`src/rtl/regfile_wb_arbiter_pkg.sv`:
```
// Shared constants for the register-file write-back path.
// Optional build macro used by regfile_wb_arbiter: WB_ARB_FIXED_PRI0_EN.
package regfile_wb_arbiter_pkg;

  localparam int unsigned REG_ADDR_W = 5;
  localparam int unsigned REG_DATA_W = 32;
  localparam logic [REG_ADDR_W-1:0] ZERO_REG = 5'd0;

  // Next round-robin pointer after serving index g, wrapping to wrap_to.
  function automatic int unsigned rr_next(input int unsigned g,
                                          input int unsigned n,
                                          input int unsigned wrap_to);
    return (g + 1 >= n) ? wrap_to : g + 1;
  endfunction

endpackage

```
`src/rtl/regfile_wb_arbiter_rr_priority_picker.sv`:
```
// Combinational rotating-priority picker: first set bit of req at or after
// ptr, wrapping modulo N. Produces one-hot grant and its encoded index.
module rr_priority_picker #(
  parameter int unsigned N     = 3,
  parameter int unsigned IDX_W = 2
) (
  input  logic [N-1:0]     req,
  input  logic [IDX_W-1:0] ptr,
  output logic [N-1:0]     grant,
  output logic [IDX_W-1:0] idx,
  output logic             any
);

  // Walk the search order ptr, ptr+1, ... and take the first valid request.
  always_comb begin
    int unsigned pos;
    pos   = 0;
    grant = '0;
    idx   = '0;
    any   = 1'b0;
    for (int unsigned k = 0; k < N; k++) begin
      pos = 32'(ptr) + k;
      if (pos >= N) pos = pos - N;
      for (int unsigned j = 0; j < N; j++) begin
        if (j == pos && !any && req[j]) begin
          grant[j] = 1'b1;
          idx      = IDX_W'(j);
          any      = 1'b1;
        end
      end
    end
  end

endmodule

```
`src/rtl/regfile_wb_arbiter.sv`:
```
// Round-robin arbiter sharing the register-file write port between NUM_REQ
// write-back sources, with a registered wr_* output stage.
// Build macro WB_ARB_FIXED_PRI0_EN: requester 0 always wins when valid.
module regfile_wb_arbiter
  import regfile_wb_arbiter_pkg::*;
#(
  parameter int unsigned NUM_REQ = 3,
  parameter int unsigned ADDR_W  = REG_ADDR_W,
  parameter int unsigned DATA_W  = REG_DATA_W,
  parameter int unsigned SRC_W   = 2
) (
  input  logic                      clk,
  input  logic                      clr,
  input  logic [NUM_REQ-1:0]        req_valid,
  input  logic [NUM_REQ*ADDR_W-1:0] req_addr,
  input  logic [NUM_REQ*DATA_W-1:0] req_data,
  output logic [NUM_REQ-1:0]        req_ready,
  input  logic                      wb_stall,
  output logic                      wr_en,
  output logic [ADDR_W-1:0]         wr_addr,
  output logic [DATA_W-1:0]         wr_data,
  output logic [SRC_W-1:0]          wr_src
);

`ifdef WB_ARB_FIXED_PRI0_EN
  localparam int unsigned RST_PTR = 1;
`else
  localparam int unsigned RST_PTR = 0;
`endif

  logic [SRC_W-1:0]   ptr_q, ptr_d;
  logic               wr_en_q, wr_en_d;
  logic [ADDR_W-1:0]  wr_addr_q, wr_addr_d;
  logic [DATA_W-1:0]  wr_data_q, wr_data_d;
  logic [SRC_W-1:0]   wr_src_q, wr_src_d;

  logic [NUM_REQ-1:0] rr_req, rr_grant, grant;
  logic [SRC_W-1:0]   rr_idx, grant_idx;
  logic               rr_any;
  logic               xfer;
  logic [ADDR_W-1:0]  sel_addr;
  logic [DATA_W-1:0]  sel_data;

`ifdef WB_ARB_FIXED_PRI0_EN
  // Requester 0 is handled outside the rotation; the picker only sees 1..N-1.
  assign rr_req = req_valid & ~NUM_REQ'(1);
`else
  assign rr_req = req_valid;
`endif

  rr_priority_picker #(
    .N     (NUM_REQ),
    .IDX_W (SRC_W)
  ) u_picker (
    .req   (rr_req),
    .ptr   (ptr_q),
    .grant (rr_grant),
    .idx   (rr_idx),
    .any   (rr_any)
  );

  // Final grant selection, handshake and next-state for the output stage.
  always_comb begin
    grant     = rr_grant;
    grant_idx = rr_idx;
`ifdef WB_ARB_FIXED_PRI0_EN
    if (req_valid[0]) begin
      grant     = NUM_REQ'(1);
      grant_idx = '0;
    end
`endif
    req_ready = (clr || wb_stall) ? '0 : grant;
    xfer      = |req_ready;

    sel_addr = '0;
    sel_data = '0;
    for (int unsigned j = 0; j < NUM_REQ; j++) begin
      if (32'(grant_idx) == j) begin
        sel_addr = req_addr[j*ADDR_W +: ADDR_W];
        sel_data = req_data[j*DATA_W +: DATA_W];
      end
    end

    ptr_d     = ptr_q;
    wr_en_d   = 1'b0;
    wr_addr_d = wr_addr_q;
    wr_data_d = wr_data_q;
    wr_src_d  = wr_src_q;
    if (xfer) begin
      // Writes to r0 are accepted and recorded but never enabled.
      wr_en_d   = (sel_addr != ADDR_W'(ZERO_REG));
      wr_addr_d = sel_addr;
      wr_data_d = sel_data;
      wr_src_d  = grant_idx;
`ifdef WB_ARB_FIXED_PRI0_EN
      if (grant_idx != '0)
        ptr_d = SRC_W'(rr_next(32'(grant_idx), NUM_REQ, RST_PTR));
`else
      ptr_d = SRC_W'(rr_next(32'(grant_idx), NUM_REQ, RST_PTR));
`endif
    end
  end

  // Pointer and registered write port, synchronous clear.
  always_ff @(posedge clk) begin
    if (clr) begin
      ptr_q     <= SRC_W'(RST_PTR);
      wr_en_q   <= 1'b0;
      wr_addr_q <= '0;
      wr_data_q <= '0;
      wr_src_q  <= '0;
    end else begin
      ptr_q     <= ptr_d;
      wr_en_q   <= wr_en_d;
      wr_addr_q <= wr_addr_d;
      wr_data_q <= wr_data_d;
      wr_src_q  <= wr_src_d;
    end
  end

  assign wr_en   = wr_en_q;
  assign wr_addr = wr_addr_q;
  assign wr_data = wr_data_q;
  assign wr_src  = wr_src_q;

endmodule
```
`config.mk`:
```
export PLATFORM = sky130hd
export DESIGN_NAME = regfile_wb_arbiter
export DESIGN_NICKNAME = d
export VERILOG_FILES = /design/src/rtl/regfile_wb_arbiter_pkg.sv /design/src/rtl/regfile_wb_arbiter_rr_priority_picker.sv /design/src/rtl/regfile_wb_arbiter.sv
export SDC_FILE = /design/constraint.sdc
export NUM_CORES = 1
export LEC_CHECK = 0
export ABC_AREA = 1
export CORE_UTILIZATION = 33
export DETAILED_ROUTE_END_ITERATION = 7
export GPL_TIMING_DRIVEN = 0
export PLACE_DENSITY_LB_ADDON = 0.05
export SLEW_MARGIN = 0
export SYNTH_ARGS = -nofsm -noshare
export SYNTH_HDL_FRONTEND = slang
export SYNTH_HIERARCHICAL = 1
export SYNTH_SLANG_ARGS = --single-unit
```
`constraint.sdc`:
```
create_clock -name clk -period 2.3 [get_ports clk]
set_input_delay 0.46 -clock clk [delete_from_list [all_inputs] [get_ports clk]]
set_output_delay 0.46 -clock clk [all_outputs]
set_load 0.005 [all_outputs]
```
==> results.md, run 1 <==
* Largest net degree at the start of global routing at 13
* Clock group share of total power at 7.9%
* Setup WS post-layout at -166.4 ps
* Sw frac at 42.46%
* Violations in the final reports: setup timing
* Wire length of the first global-routing pass at around 15000 um
* Critical path data arrival time at 2010 ps
* Net load switching power at 2.700 mW
* Startpoint kind of the worst setup timing path: flop
* Post-place instance area at 4194 um^2
* Relative contribution of sequential cells to total power at 17.6%
* Clock tree from TritonCTS: yes
* P per Cell Area at 1148 nW/um^2
* DR iter-0 viols at 80
* Instance count of the mapped netlist at 396
* Highest achievable clock rate at between 400 and 500 MHz
* Insertion delay of the later-clocked pin in the worst-skew pair at 300 ps
* Number of warnings issued by yosys at 6
* Master cell of the clock root buffer: clkbuf_8
* Leakage power figure at ~2.4 nW
* Data required time at the worst endpoint at 1840 ps
* Final weighted congestion of routability-driven global placement at 0.8179
* Count of placed standard cells including taps at 653
* Number of global-route vias before repair at 3007
* Total CTS buffers at 5
* Post-synthesis average cell area at 6.284 um^2
* DR pass1 iterations at 4
* IO Count at 160
* Net total in the final layout at between 700 and 800
* Ratio of cells with drive above 1 in the final layout at between 30% and 40%
* Via count normalized by instance count at 4.831
* Combinational share of power at 74.5%
* Aggregate routed wire length at around 11000 um
* Clock Skew at 2.958 ps
* Number of DRC violations after detailed routing at 0
* Synth-to-Final Area Change at 122.6%
* Critical path start-end classification: flop to primary output
* Inserted Diodes at 0
* Internal at ~3.7 mW
* Antenna violation net count after detailed routing at 0
* Area of the die at 7893 um^2
* Area of all placed cells without fillers at 5540 um^2
* Transition time at the pin with the least slew margin at 739.1 ps
* Global Route Usage Sum at 24.58%
* Total number of H-tree levels at 2
* Critical Path Fanout Max at 4
* Y dimension of the die at 88.84 um
* Worst relative slew slack at 50.73%
* Final sum of negative setup slack at -3959 ps
* Max-slew violation count at 0
* Quantity of I/O buffers inserted on ports at 158
* Fin crit share at 107.2%
* Hold slack final at 381.9 ps
* Final HPWL DP at around 6500 um
* IR Drop Worst-Case VDD at 0.0007493 V
* Global route total overflow at 0
* Synthesized cell area at 2489 um^2
* Worst Setup End Kind: primary output
* Synthesized netlist net count at 515
* Core region area at 7253 um^2
* Outcome: finished, violations left
* Via total after detailed routing at around 3400
* Hold Path Class: input port to flop
* Die Span X at 88.84 um
* Number of buffers on the longest clock path at 2
* Setup-violating endpoint count in the final report at between 40 and 50
* Clock input transition at the sequential cells of the worst setup and hold paths at 80 ps
* Post-layout minimum cycle time at between 2000 and 2500 ps
* Hold-fix buffers, CTS at 0
* Max-cap viol count at 0
* Worst-case setup slack after placement at -554.6 ps
* Non-filler instance count after layout at 700
* RSZ-0062 raised after global routing: yes
* Clock sinks at 42
* PnR Total Power at 6.360 mW
* Number of antenna violations at the first check in global routing at 0
* Final number of hold-violating endpoints at 0
* Starting Density at 34.31%
* Average routed wire per standard cell at around 16 um
* Final core utilization at around three quarters
* Floorplan row count at 31
## layer usage
metal	track usage, %	vias to the layer above	wire length, um
met5	0	-	0
li1	-	1671	-
met1	29.60	1563	4422
met3	4.104	21	666
met4	8.798	0	254
met2	43.92	127	5697
## registers in the layout, summed over array words and instances, names as in the netlist
signal / flops
ptr_q: 2
wr_addr: 5
wr_data: 32
wr_en: 1
wr_src: 2
## layout by cell type (no fill, tap or decap), types with 15 or more instances in the layout
cell             count
nor2_1              58
clkdlybuf4s50_1    152
nor2_2              15
nand2_2             38
nand3_2             22
buf_4               16
nand3_1             18
dfxtp_1             40
o21ai_2             20
nand2_1             79
## power groups by stage
stage / clock network (mW) / registers, mW / logic, mW
final: 0.502 / 1.12 / 4.74
after global routing: 0.535 / 1.15 / 5.06
after CTS: 0.511 / 1.09 / 3.82
after detailed placement: 0 / 1.08 / 2.66
after global placement: 0 / 1.07 / 2.65
after floorplan: 0 / 1.10 / 1.55
## worst max-delay path: stages (launching register included)
cell and delay [ps]:
dfxtp_4 370, inv_4 40, ha_4 250, nand2_4 70
nand2_4 60, nor2_4 120, nand4_2 110, nor2_2 130
buf_4 140, nand3_4 100, nand2_4 90, inv_2 30
nor2_1 70, buf_2 120
## path summary, 6_finish.rpt
kind	slack, ps	start	depth (start not counted)	end
setup / recovery	-170	ptr_q[0]	13	req_ready[2]
hold / removal	380	clr	2	wr_data[3]
setup reg to reg	-160	ptr_q[0]	20	wr_en
hold reg to reg	470	wr_addr[0]	2	wr_addr[0]
## cell type report
| cell class | instances | area (um^2) |
|---|---|---|
| plain buffers | 21 | 274.0 |
| clock buffers | 7 | 86.33 |
| inverters | 20 | 105.1 |
| flip-flops and latches | 42 | 845.8 |
| clock inverters | 1 | 5.005 |
| multi-input cells | 314 | 2006 |
| well taps | 99 | 123.9 |
| repair buffers | 196 | 2095 |
| fillers | 543 | 1713 |
## repair_timing
action	CTS	global route
cloned	10	5
setup endpoints to repair	40	45
resized for setup	121	141
buffers inserted	22	8
pin swaps	44	77
Note: power is estimated with default switching activity, not from simulation.
==> run 2, diff against run 1 <==
- CORE_MARGIN: default -> 5
==> results.md, run 2 (synthesized netlist as in run 1, its figures left out) <==
* Outcome: finished, violations left
* Violations in the final reports: setup timing
* Startpoint kind of the worst setup timing path: flop
* Critical Path Fanout Max at 3
* Critical path start-end classification: flop to primary output
* DR pass1 iterations at 5
* Master cell of the clock root buffer: clkbuf_8
* Via total after detailed routing at 3180
* Top sig layer: met4
* Core region area at 7292 um^2
* DR iter-0 viols at 89
* Number of antenna violations at the first check in global routing at 0
* Data required time at the worst endpoint at 1840 ps
* Number of buffers on the longest clock path at 2
* Clock Skew at about 5.3 ps
* Final weighted congestion of routability-driven global placement at 0.8207
* Post-layout minimum cycle time at 2385 ps
* Aggregate routed wire length at just under 10000 um
* Antenna violation net count after detailed routing at 0
* Setup WS post-layout at -85.44 ps
* Net total in the final layout at ~700
* Max-cap viol count at 0
* Hold-fix buffers, CTS at 0
* Total CTS buffers at 5
* Largest net degree at the start of global routing at 12
* Ratio of cells with drive above 1 in the final layout at 18.31%
* Y dimension of the die at 96.84 um
* Max FFs per register at 32
* Synth-to-Final Area Change at 89.89%
* Wl on met1 at 4284 um
* Final HPWL DP at 7024 um
* P per Cell Area at 1034 nW/um^2
* Max-slew violation count at 0
* Highest-delay cell along the critical path: dfxtp_4
* Number of DRC violations after detailed routing at 0
* PnR Total Power at 4.887 mW
* Top cell by count, worst path: nand2_4
* Worst relative slew slack at ~58%
* Quantity of I/O buffers inserted on ports at 158
* Global Route Usage Sum at 19.17%
* Metal2 WL at 4668 um
* Setup-violating endpoint count in the final report at 30
* Transition time at the pin with the least slew margin at 631.4 ps
* Clock input transition at the sequential cells of the worst setup and hold paths at around 80 ps
* Worst Setup End Kind: primary output
* Critical path, cell by cell: inv_4 > ha_4 > nand2_4 > nand2_4 > nor2_4 > nand4_4 > nor2_4 > buf_6 > nand3_4 > nand2_4 > inv_2 > nor2_2 > buf_2
* Final number of hold-violating endpoints at 0
* Number of global-route vias before repair at ~3000
* Fin crit share at 103.7%
* Area of the die at between 9000 and 10000 um^2
* Hold Path Class: input port to flop
* Insertion delay of the later-clocked pin in the worst-skew pair at just under 300 ps
* Starting Density at roughly a third
* Most frequent cells in the layout: clkdlybuf4s50_1, nand2_1, nor2_1, dfxtp_1, nand3_1
* Leakage power figure at 2.017 nW
* RSZ-0062 raised after global routing: yes
* Average routed wire per standard cell at 14.34 um
* CP max stage delay at around 380 ps
* Total number of H-tree levels at 2
* Highest achievable clock rate at about 420 MHz
* Via count normalized by instance count at 4.690
* Die Span X at 96.84 um
* Inserted Diodes at 0
* Sum of met3 wire segment lengths after detailed routing at 581 um
* IR Drop Worst-Case VDD at 0.0005076 V
* Floorplan row count at 31
* FF+latch area at 848.3 um^2
* IO Count at 160
* Multi-input logic area at 1580 um^2
* Wire length of the first global-routing pass at 14970 um
* Critical path data arrival time at 1930 ps
* Final core utilization at 64.81%
* Clock tree from TritonCTS: yes
* Clock sinks at 42
* Global route total overflow at 0
* Leading cell type in the layout, fill and taps excluded: clkdlybuf4s50_1
* Fillers at 684
[run 2: cell count changes in the layout (fill, tap and decap cells not counted), moves of 5 or more]
cell,previous run,this run
nand3_2,22,3
nor2_1,58,69
nand2_4,14,6
o21ai_1,8,13
a21oi_2,8,2
a21oi_1,4,10
nand2_2,38,9
nor2_2,15,5
nand2_1,79,120
buf_8,13,4
nand3_1,18,39
[run 2: timing repair]
item / 4_1_cts / 5_1_grt
hold endpoints to repair: 0 / 0
endpoints found under the setup margin: 41 / 45
setup buffers: 12 / 3
resized for setup: 69 / 50
pin swaps: 11 / 19
cloned: 0 / 3
[run 2: worst paths after layout]
| kind | start | endpoint | slack (ps) | cells past startpoint |
|---|---|---|---|---|
| min | clr | wr_data[0] | 370 | 2 |
| max | ptr_q[0] | req_ready[2] | -90 | 13 |
| min reg2reg | wr_data[3] | wr_data[3] | 470 | 2 |
| max reg2reg | ptr_q[0] | ptr_q[1] | -70 | 17 |
[run 2: worst max-delay path: cells and delay by family (launching register included)]
family        cells  cell delay (ps)
fa+ha+maj         1              220
simple gates      8              730
flops             1              380
buf+inv           4              300
[run 2: layout make-up]
cell class / instances / area share [%]
multi-input combinational: 312 / 33.44
buffer: 22 / 4.951
clock buffer: 7 / 1.615
sequential: 42 / 17.95
inverter: 20 / 1.880
timing repair buffer: 176 / 37.54
tap: 99 / 2.621
[run 2: report_power, final]
group          internal [mW]  total [mW]  switching, mW
clock                  0.209       0.454          0.244
combinational           1.66        3.32           1.66
sequential             0.966        1.11          0.142
total                   2.84        4.89           2.05
[run 2: layer usage]
metal	GRT usage (%)	vias to the layer above
met5	0	-
met4	5.832	0
met3	5.324	15
met2	32.01	104
met1	23.93	1430
li1	-	1631
[run 2: through the flow]
| step | instances | instance area [um^2] | hold WS, ps | worst slack, ps | setup TNS [ps] |
|---|---|---|---|---|---|
| 2_1_floorplan | 396 | 2489 | 458.6 | 151.4 | 0 |
| 3_3_place_gp | 653 | 4194 | 452.7 | -478.7 | -14880 |
| 3_5_place_dp | 653 | 4194 | 460.4 | -592.2 | -18470 |
| 4_1_cts | 672 | 4452 | 362.7 | -77.63 | -103.6 |
| 5_1_grt | 678 | 4726 | 371.1 | -183.5 | -5691 |
| 6_report | 678 | 4726 | 367.2 | -85.44 | -982.7 |
==> run 3, diff against run 2 <==
- REMOVE_ABC_BUFFERS: default -> 1
==> results.md, run 3 (synthesized netlist as in run 1, its figures left out) <==
* Final weighted congestion of routability-driven global placement at about 0.78
* Clock group share of total power at under 10%
* Total CTS buffers at 5
* Synth-to-Final Area Change at 92.51%
* Fillers at 678
* Hold Path Class: flop to flop
* Non-filler instance count after layout at 676
* Net load switching power at 2.249 mW
* Final HPWL DP at 6002 um
* Max FFs per register at 32
* Number of antenna violations at the first check in global routing at 0
* Clock tree from TritonCTS: yes
* Startpoint kind of the worst setup timing path: flop
* Data required time at the worst endpoint at 1840 ps
* Count of placed standard cells including taps at 632
* Antenna violation net count after detailed routing at 0
* Quantity of I/O buffers inserted on ports at 159
* DR pass1 iterations at 4
* Number of DRC violations after detailed routing at 0
* Highest achievable clock rate at around 420 MHz
* Starting Density at 34.13%
* Internal at around 2.8 mW
* Violations in the final reports: setup timing
* Clock sinks at 42
* Ratio of cells with drive above 1 in the final layout at between 10% and 20%
* Clock Skew at 6.541 ps
* Wire length of the first global-routing pass at approximately 15000 um
* Max-slew violation count at 0
* Via total after detailed routing at 3201
* Fin crit share at 104.6%
* Aggregate routed wire length at 10610 um
* Net total in the final layout at 695
* Global Route Usage Sum at about a fifth
* Area of the die at about 9400 um^2
* Hold slack final at 462.4 ps
* Relative contribution of sequential cells to total power at 21.3%
* Y dimension of the die at 96.84 um
* Master cell of the clock root buffer: clkbuf_8
* Sw frac at approximately 44%
* Worst-case setup slack after placement at -1081 ps
* Leakage power figure at 2.027 nW
* Core region area at between 7000 and 8000 um^2
* Clock input transition at the sequential cells of the worst setup and hold paths at 80 ps
* Critical Path Fanout Max at 4
* Final number of hold-violating endpoints at 0
* Multi-input logic area at ~1700 um^2
* Die Span X at slightly below 100 um
* Floorplan row count at 31
* Total number of H-tree levels at 2
* Transition time at the pin with the least slew margin at 1082 ps
* Setup WS post-layout at -106.5 ps
* Via count normalized by instance count at 4.735
* Leading cell type in the layout, fill and taps excluded: clkdlybuf4s50_1
* Number of global-route vias before repair at 3029
* IO Count at 160
* Largest net degree at the start of global routing at 37
* Post-layout minimum cycle time at ~2400 ps
* Inserted Diodes at 0
* Number of buffers on the longest clock path at 2
* Area of all placed cells without fillers at ~4800 um^2
* Outcome: finished, violations left
* Worst Setup End Kind: primary output
* Global route total overflow at 0
* P per Cell Area at roughly 1100 nW/um^2
* Most frequent cells in the layout: clkdlybuf4s50_1, nand2_1, nor2_1, dfxtp_1, nand3_1
* Average routed wire per standard cell at 15.69 um
* Insertion delay of the later-clocked pin in the worst-skew pair at 290 ps
* Max-cap viol count at 0
* Setup-violating endpoint count in the final report at 29
* Post-place instance area at 4020 um^2
* PnR Total Power at about 5.1 mW
* RSZ-0062 raised after global routing: yes
* Critical path start-end classification: flop to primary output
* Critical path data arrival time at 1950 ps
* IR Drop Worst-Case VDD at 0.0004373 V
* FF+latch area at around 850 um^2
* DR iter-0 viols at 131
* Worst relative slew slack at 27.81%
* Combinational share of power at 68.8%
==> run 3: changes by cell type in the layout (fill, tap and decap cells not counted), sizes merged <==
cell           delta
buf               -9
clkbuf            -4
inv               +4
nand2             +3
clkinv            +2
nor2              +2
clkdlybuf4s50     +1
clkinvlp          -1
dlygate4sd2       -1
dlymetal6s2s      +1
==> run 3: final timing paths <==
path                    from           end  slack, ps  cells past startpoint
setup / recovery    ptr_q[0]  req_ready[2]       -110                     12
hold / removal    wr_addr[0]    wr_addr[0]        460                      2
setup reg to reg    ptr_q[0]   wr_data[16]        -60                     17
hold reg to reg   wr_addr[0]    wr_addr[0]        460                      2
==> run 3: final cells by class <==
| type | count | area share [%] |
|---|---|---|
| repair buffers | 186 | 39.59 |
| clock buffers | 7 | 1.802 |
| well taps | 99 | 2.586 |
| repair inverters | 4 | 1.071 |
| clock inverters | 1 | 0.1045 |
| flip-flops and latches | 42 | 17.65 |
| multi-input cells | 317 | 34.71 |
| inverters | 20 | 2.481 |
==> run 3: power by group through the flow <==
| stage | Clock (mW) | Sequential (mW) | Combinational, mW |
|---|---|---|---|
| CTS | 0.512 | 1.07 | 2.79 |
| floorplan | 0 | 1.10 | 1.30 |
| global placement | 0 | 1.07 | 2.39 |
| global route | 0.543 | 1.11 | 3.82 |
| finish | 0.504 | 1.08 | 3.51 |
| detailed placement | 0 | 1.08 | 2.41 |
==> run 3: layer usage <==
layer | GRT usage (%) | wire length, um | vias up
li1 | - | - | 1625
met3 | 6.403 | 792 | 16
met1 | 22.83 | 4341 | 1430
met4 | 4.320 | 169 | 0
met5 | 0 | 0 | -
met2 | 34.08 | 5301 | 130
==> run 3: critical path, cell delays in order, from the launching register on <==
cell and delay, ps:
dfxtp_2 370, inv_2 50, ha_4 250, nand2_4 80, nand2_4 50, nor2_4 150
nand4_4 120, nor2_4 140, nand3_2 90, nand2_2 90, inv_2 40, nor2_2 90
buf_2 120
==> run 3: what timing repair did <==
action                     4_1_cts  5_1_grt
pin swaps                       15       28
hold buffers                     0        0
resized for setup               39       51
setup endpoints to repair       45       45
gates cloned                     3        8
buffers inserted                 8       17
==> run 3: through the flow <==
step	utilization, %	TNS [ps]
after floorplan	-	-3001
after global placement	55.13	-40980
after detailed placement	55.13	-42430
after CTS	59.25	-1426
after global routing	65.70	-6146
final	65.70	-895.5
